[src/rtl/fp_divide_6bit_pkg.sv]
// Shared constants and state encoding for the 6-bit mantissa / 5-bit exponent divider.
// Latency: n/a (declarations only).
// Backpressure: n/a.
package fp_divide_6bit_pkg;

    localparam int MW_DEF = 6;           // mantissa width
    localparam int EW_DEF = 5;           // exponent width
    localparam int QW_DEF = 2 * MW_DEF;  // quotient width, one CALC step per bit

    typedef enum logic [1:0] {
        ST_IDLE = 2'd0,
        ST_CALC = 2'd1,
        ST_DONE = 2'd2
    } state_t;

    // A new request may be taken whenever no division is in flight,
    // including the cycle that presents the previous result.
    function automatic logic can_accept(input state_t s);
        return (s != ST_CALC);
    endfunction

endpackage

[src/rtl/fp_divide_6bit_div_restore_step.sv]
// One restoring-division step: shift next dividend bit into R, subtract B if it fits.
// Latency: combinational.
// Backpressure: none.
//
// Ports:
//   r      in   MW+1  partial remainder before this step (always < B)
//   d_msb  in   1     next dividend bit, MSB first
//   b      in   MW    divisor mantissa (non-zero)
//   r_next out  MW+1  partial remainder after this step
//   q_bit  out  1     quotient bit produced by this step
module div_restore_step #(
    parameter int MW = 6
) (
    input  logic [MW:0]   r,
    input  logic          d_msb,
    input  logic [MW-1:0] b,
    output logic [MW:0]   r_next,
    output logic          q_bit
);

    // R < B <= 2^MW-1 holds between steps, so r[MW] is always 0 and the
    // widened {r, d_msb} equals the architectural {r[MW-1:0], d_msb}.
    // Either result below is < 2^(MW+1), so truncating to MW+1 bits is exact.
    logic [MW+1:0] r_shift;
    logic [MW+1:0] b_ext;

    always_comb begin
        r_shift = {r, d_msb};
        b_ext   = (MW+2)'(b);
        r_next  = (MW+1)'(r_shift);
        q_bit   = 1'b0;
        if (r_shift >= b_ext) begin
            r_next = (MW+1)'(r_shift - b_ext);
            q_bit  = 1'b1;
        end
    end

endmodule

[src/rtl/fp_divide_6bit.sv]
// Sign/exponent/mantissa divider A/B: 6.6 fixed-point quotient by restoring division.
// Latency: Done 13 cycles after an accepted Start (1 cycle when MantissaB == 0).
// Backpressure: Start is taken only while Busy=0; a Start during Busy is dropped, not queued.
//
// Ports:
//   CLK, RESET              clock, synchronous active-high reset
//   Start                   request, sampled when Busy=0
//   SignA/B, ExponentA/B,   operand fields (latched on accept)
//   MantissaA/B
//   Busy                    division steps in progress
//   Done                    one-cycle pulse, result fields valid
//   SignOut, ExponentOut,   result registers, updated only when entering DONE
//   ExponentC, QuotientOut,
//   RemainderOut, DivByZero
module fp_divide_6bit
    import fp_divide_6bit_pkg::*;
#(
    parameter int MW = MW_DEF,
    parameter int EW = EW_DEF
) (
    input  logic              CLK,
    input  logic              RESET,
    input  logic              Start,
    input  logic              SignA,
    input  logic              SignB,
    input  logic [EW-1:0]     ExponentA,
    input  logic [EW-1:0]     ExponentB,
    input  logic [MW-1:0]     MantissaA,
    input  logic [MW-1:0]     MantissaB,
    output logic              Busy,
    output logic              Done,
    output logic              SignOut,
    output logic [EW:0]       ExponentOut,
    output logic              ExponentC,
    output logic [2*MW-1:0]   QuotientOut,
    output logic [MW-1:0]     RemainderOut,
    output logic              DivByZero
);

    localparam int QW = 2 * MW;
    localparam logic [3:0] LAST_STEP = 4'(QW - 1);

    // FSM and datapath state
    state_t          state_q, state_d;
    logic [3:0]      cnt_q, cnt_d;
    logic [MW:0]     r_q, r_d;
    // Dividend shift register; quotient bits enter at the LSB as dividend
    // bits leave at the MSB, so after QW steps it holds the full quotient.
    logic [QW-1:0]   d_q, d_d;
    logic [MW-1:0]   b_q, b_d;
    logic            sign_q, sign_d;
    logic [EW:0]     exp_q, exp_d;

    // Result registers
    logic            sign_out_q, sign_out_d;
    logic [EW:0]     exp_out_q, exp_out_d;
    logic [QW-1:0]   quot_q, quot_d;
    logic [MW-1:0]   rem_q, rem_d;
    logic            dbz_q, dbz_d;

    logic [MW:0]     step_r_next;
    logic            step_q_bit;
    logic [EW:0]     exp_in_diff;

    div_restore_step #(
        .MW(MW)
    ) u_step (
        .r      (r_q),
        .d_msb  (d_q[QW-1]),
        .b      (b_q),
        .r_next (step_r_next),
        .q_bit  (step_q_bit)
    );

    // Zero-extended subtraction: bit EW doubles as the borrow flag.
    assign exp_in_diff = {1'b0, ExponentA} - {1'b0, ExponentB};

    always_comb begin
        state_d    = state_q;
        cnt_d      = cnt_q;
        r_d        = r_q;
        d_d        = d_q;
        b_d        = b_q;
        sign_d     = sign_q;
        exp_d      = exp_q;
        sign_out_d = sign_out_q;
        exp_out_d  = exp_out_q;
        quot_d     = quot_q;
        rem_d      = rem_q;
        dbz_d      = dbz_q;

        case (state_q)
            ST_CALC: begin
                r_d   = step_r_next;
                d_d   = {d_q[QW-2:0], step_q_bit};
                cnt_d = cnt_q + 4'd1;
                if (cnt_q == LAST_STEP) begin
                    state_d    = ST_DONE;
                    sign_out_d = sign_q;
                    exp_out_d  = exp_q;
                    quot_d     = {d_q[QW-2:0], step_q_bit};
                    rem_d      = step_r_next[MW-1:0];
                    dbz_d      = 1'b0;
                end
            end

            ST_IDLE, ST_DONE: begin
                state_d = ST_IDLE;
                if (Start && can_accept(state_q)) begin
                    sign_d = SignA ^ SignB;
                    exp_d  = exp_in_diff;
                    b_d    = MantissaB;
                    if (MantissaB != '0) begin
                        state_d = ST_CALC;
                        cnt_d   = 4'd0;
                        r_d     = '0;
                        d_d     = {MantissaA, {MW{1'b0}}};
                    end else begin
                        // No steps to run: publish the saturated result now.
                        state_d    = ST_DONE;
                        sign_out_d = SignA ^ SignB;
                        exp_out_d  = exp_in_diff;
                        quot_d     = '1;
                        rem_d      = '0;
                        dbz_d      = 1'b1;
                    end
                end
            end

            default: begin
                state_d = ST_IDLE;
            end
        endcase
    end

    always_ff @(posedge CLK) begin
        if (RESET) begin
            state_q    <= ST_IDLE;
            cnt_q      <= '0;
            r_q        <= '0;
            d_q        <= '0;
            b_q        <= '0;
            sign_q     <= 1'b0;
            exp_q      <= '0;
            sign_out_q <= 1'b0;
            exp_out_q  <= '0;
            quot_q     <= '0;
            rem_q      <= '0;
            dbz_q      <= 1'b0;
        end else begin
            state_q    <= state_d;
            cnt_q      <= cnt_d;
            r_q        <= r_d;
            d_q        <= d_d;
            b_q        <= b_d;
            sign_q     <= sign_d;
            exp_q      <= exp_d;
            sign_out_q <= sign_out_d;
            exp_out_q  <= exp_out_d;
            quot_q     <= quot_d;
            rem_q      <= rem_d;
            dbz_q      <= dbz_d;
        end
    end

    assign Busy         = (state_q == ST_CALC);
    assign Done         = (state_q == ST_DONE);
    assign SignOut      = sign_out_q;
    assign ExponentOut  = exp_out_q;
    assign ExponentC    = exp_out_q[EW];
    assign QuotientOut  = quot_q;
    assign RemainderOut = rem_q;
    assign DivByZero    = dbz_q;

endmodule
[config.mk]
export PLATFORM = sky130hd
export DESIGN_NAME = fp_divide_6bit
export DESIGN_NICKNAME = d
export VERILOG_FILES = /design/src/rtl/fp_divide_6bit_pkg.sv /design/src/rtl/fp_divide_6bit_div_restore_step.sv /design/src/rtl/fp_divide_6bit.sv
export SDC_FILE = /design/constraint.sdc
export NUM_CORES = 1
export LEC_CHECK = 0
export ABC_CLOCK_PERIOD_IN_PS = 4900
export BUFFER_PORTS_ARGS = -buffer_cell sky130_fd_sc_hd__buf_2
export CAP_MARGIN = 0
export CORE_MARGIN = 1
export CORE_UTILIZATION = 25
export CTS_CLUSTER_SIZE = 20
export DETAILED_ROUTE_END_ITERATION = 10
export SLEW_MARGIN = 20
export SYNTH_ARGS = -nofsm -noshare
export SYNTH_HDL_FRONTEND = slang
export SYNTH_SLANG_ARGS = --single-unit
[constraint.sdc]
create_clock -name CLK -period 4.9 [get_ports CLK]
set_input_delay 0 -clock CLK [delete_from_list [all_inputs] [get_ports CLK]]
set_output_delay 0 -clock CLK [all_outputs]
set_load 0.05 [all_outputs]
==> impl_metrics.toml <==
[run_status]
status = "finished clean"

[worst_setup_path]
start_kind = "flip-flop"
path_class = "reg2reg"
end_kind = "flip-flop"
worst_ep_arrival_time_ps = 3260
timing.rr.start = "state_q[0]$_SDFFE_PP0P_"
path_max_fanout = 26
required_ps = 5150
critPathLaunch = "state_q[0]$_SDFFE_PP0P_"

[floorplan]
die_width_um = 114.1
io_pins = 56
fp-row-count = 40
core_area_sq_um = 12110
initial_utilization_pct = 25.96
dieArea_sq_um = 13030
die_y_um = 114.1

[global_route]
antenna_found_initial = 0
grt_max_degree = 65
grt_overflow = 0
grt_pass1_wl_um = 11870
grt_pass1_vias = 2603
grt_use_total_pct = 11.66

[synth]
avgSynthCellArea_sq_um = 8.758
syn_area_sq_um = 3144
dominantRegCellSynth = "dfxtp_1"
synthDistinctLibCells = 43
ys_warn_count = 0
synth_seq_cells = 64
async_reset_ff_share_pct = 0
synth_enable_flop_cells = 0
syn_nets = 400
ys_seq_area_share_pct = 40.75
synthCells = 359

[run]
drv_cap = 0

[route]
drt-total-wl_um = 6850
drtIter0Drc = 112
drc = 0
routedWlPerCell_um = 11.71
firstDrtPassIters = 4
num_vias = 2593
routed_via_density = 4.432
ant_nets = 0

[timing]
finalHoldViolCount = 0
tns_ps = 0
fin_crit_ps = 3005
fmax_ghz = 0.3328
setup_violations = 0
slew_headroom_pct = 30.83
rsz0062_at_grt = "false"
tightest_slew_ps = 1038
period_share_pct = 61.32
slew_viol_final = 0
finClkSkew_ps = 5.866

[hold_path]
min_from = "MantissaA[3]"
hold_class = "in2reg"

[placed_design]
hpwl_um = 4936
port-buffer-count = 55
dpl.cell_count = 560
gp_congestion = 0.7464

[layout]
antenna_cells = 0
areaGrowthSynthToFinish_pct = 24.00
fillers = 1276
nets = 453
final_util_pct = 32.19
final_layout_size_suffix_gt1_share_pct = 22.54
final_common_cell = "dfxtp_1"
mostFrequentLayoutCells = "64 x dfxtp_1, 55 x buf_2, 49 x nor2_1"
stdcell_count = 585

[clocking]
clkTransAtPathRegs_ps = 50
cts-buffers-inserted = 9
cts_resized = 0
clock_path_buffers = 2
h-tree-depth = 3
tritoncts = "yes"
clock_sinks = 64
cts_root_buf = "clkbuf_16"
clock_latency_ps = 330

[pwr]
power.density_nw_per_um2 = 367.4
p_total_mw = 1.432
total_leakage_power_nw = 1.539
ir_drop_mv = 0.1492
==> layout make-up <==
cell class	count	area [sq um]	area share, %
multi-input combinational	244	1623	41.62
sequential	64	1281	32.86
timing repair buffer	67	387.9	9.949
clock buffer	11	242.7	6.226
tap	168	210.2	5.392
inverter	26	97.59	2.503
clock inverter	5	56.30	1.444
==> final timing paths <==
check / end / slack, ps / cells past startpoint
max: d_q[6]$_SDFFE_PP0P_ / 1900 / 4
min: d_q[9]$_SDFFE_PP0P_ / 40 / 3
max reg2reg: d_q[6]$_SDFFE_PP0P_ / 1900 / 4
min reg2reg: b_q[2]$_SDFFE_PP0P_ / 450 / 2
==> where the power goes <==
part	switching (mW)	total, mW	internal, mW
clock network	0.231	0.637	0.406
registers	0.0227	0.568	0.545
logic	0.134	0.228	0.0940
==> cell usage after synthesis (all sizes together) (6+ instances only) <==
library cell / number / area share (%)
buf: 16 / 3.5
clkbuf: 9 / 1.1
a21oi: 24 / 4.2
o21ai: 11 / 1.8
inv: 26 / 3.1
a311oi: 20 / 6.0
a211oi: 18 / 6.0
nand2: 38 / 4.6
ha: 12 / 4.8
dfxtp: 64 / 41
mux2i: 10 / 3.2
nor2b: 7 / 1.4
a22oi: 6 / 1.4
nor3: 6 / 1.1
nor2: 49 / 5.8
nand3: 11 / 1.8
==> sequential cells by signal, indices dropped and copies added, names as in the netlist <==
signal	count
QuotientOut	12
d_q	12
r_q	7
ExponentOut	6
RemainderOut	6
b_q	6
exp_q	6
cnt_q	4
state_q	2
DivByZero	1
SignOut	1
sign_q	1
==> through the flow <==
stage                     setup WS (ps)  area (sq um)  hold slack, ps
after floorplan                    2849          3144           136.0
after global placement             2001          3510           261.8
after detailed placement           1889          3510           267.6
after CTS                          1889          3899           31.72
after global routing               1611          3899           43.36
final                              1895          3899           40.48
==> cells by family (layout without fill, tap and decap cells) <==
logic type	after synthesis	count (layout)	synth area share, %
and+or+nand+nor	126	126	18.94
adders and majority gates	14	14	6.048
DFF	64	64	40.75
muxes	11	11	3.542
AOI/OAI and AO/OA	87	87	21.41
buffers and inverters	51	109	7.640
xor gates and xnor gates	6	6	1.671
==> timing repair <==
action                                 CTS  global route
setup buffers                            0             0
endpoints found under the hold margin    8             0
hold buffers                             9             0
==> routing by layer <==
layer | share of wire [%] | track usage (%)
met5 | 0 | 0
met4 | 1.6 | 4.935
met3 | 4.4 | 3.917
met2 | 46 | 18.67
met1 | 48 | 14.28
==> critical path, cell delays in order, from the launching register on <==
cell      delay, ps
dfxtp_1         940
nor2b_1         700
or2_1           890
nor2_1          140
a211oi_2        240
(Power assumes the default switching activity.)
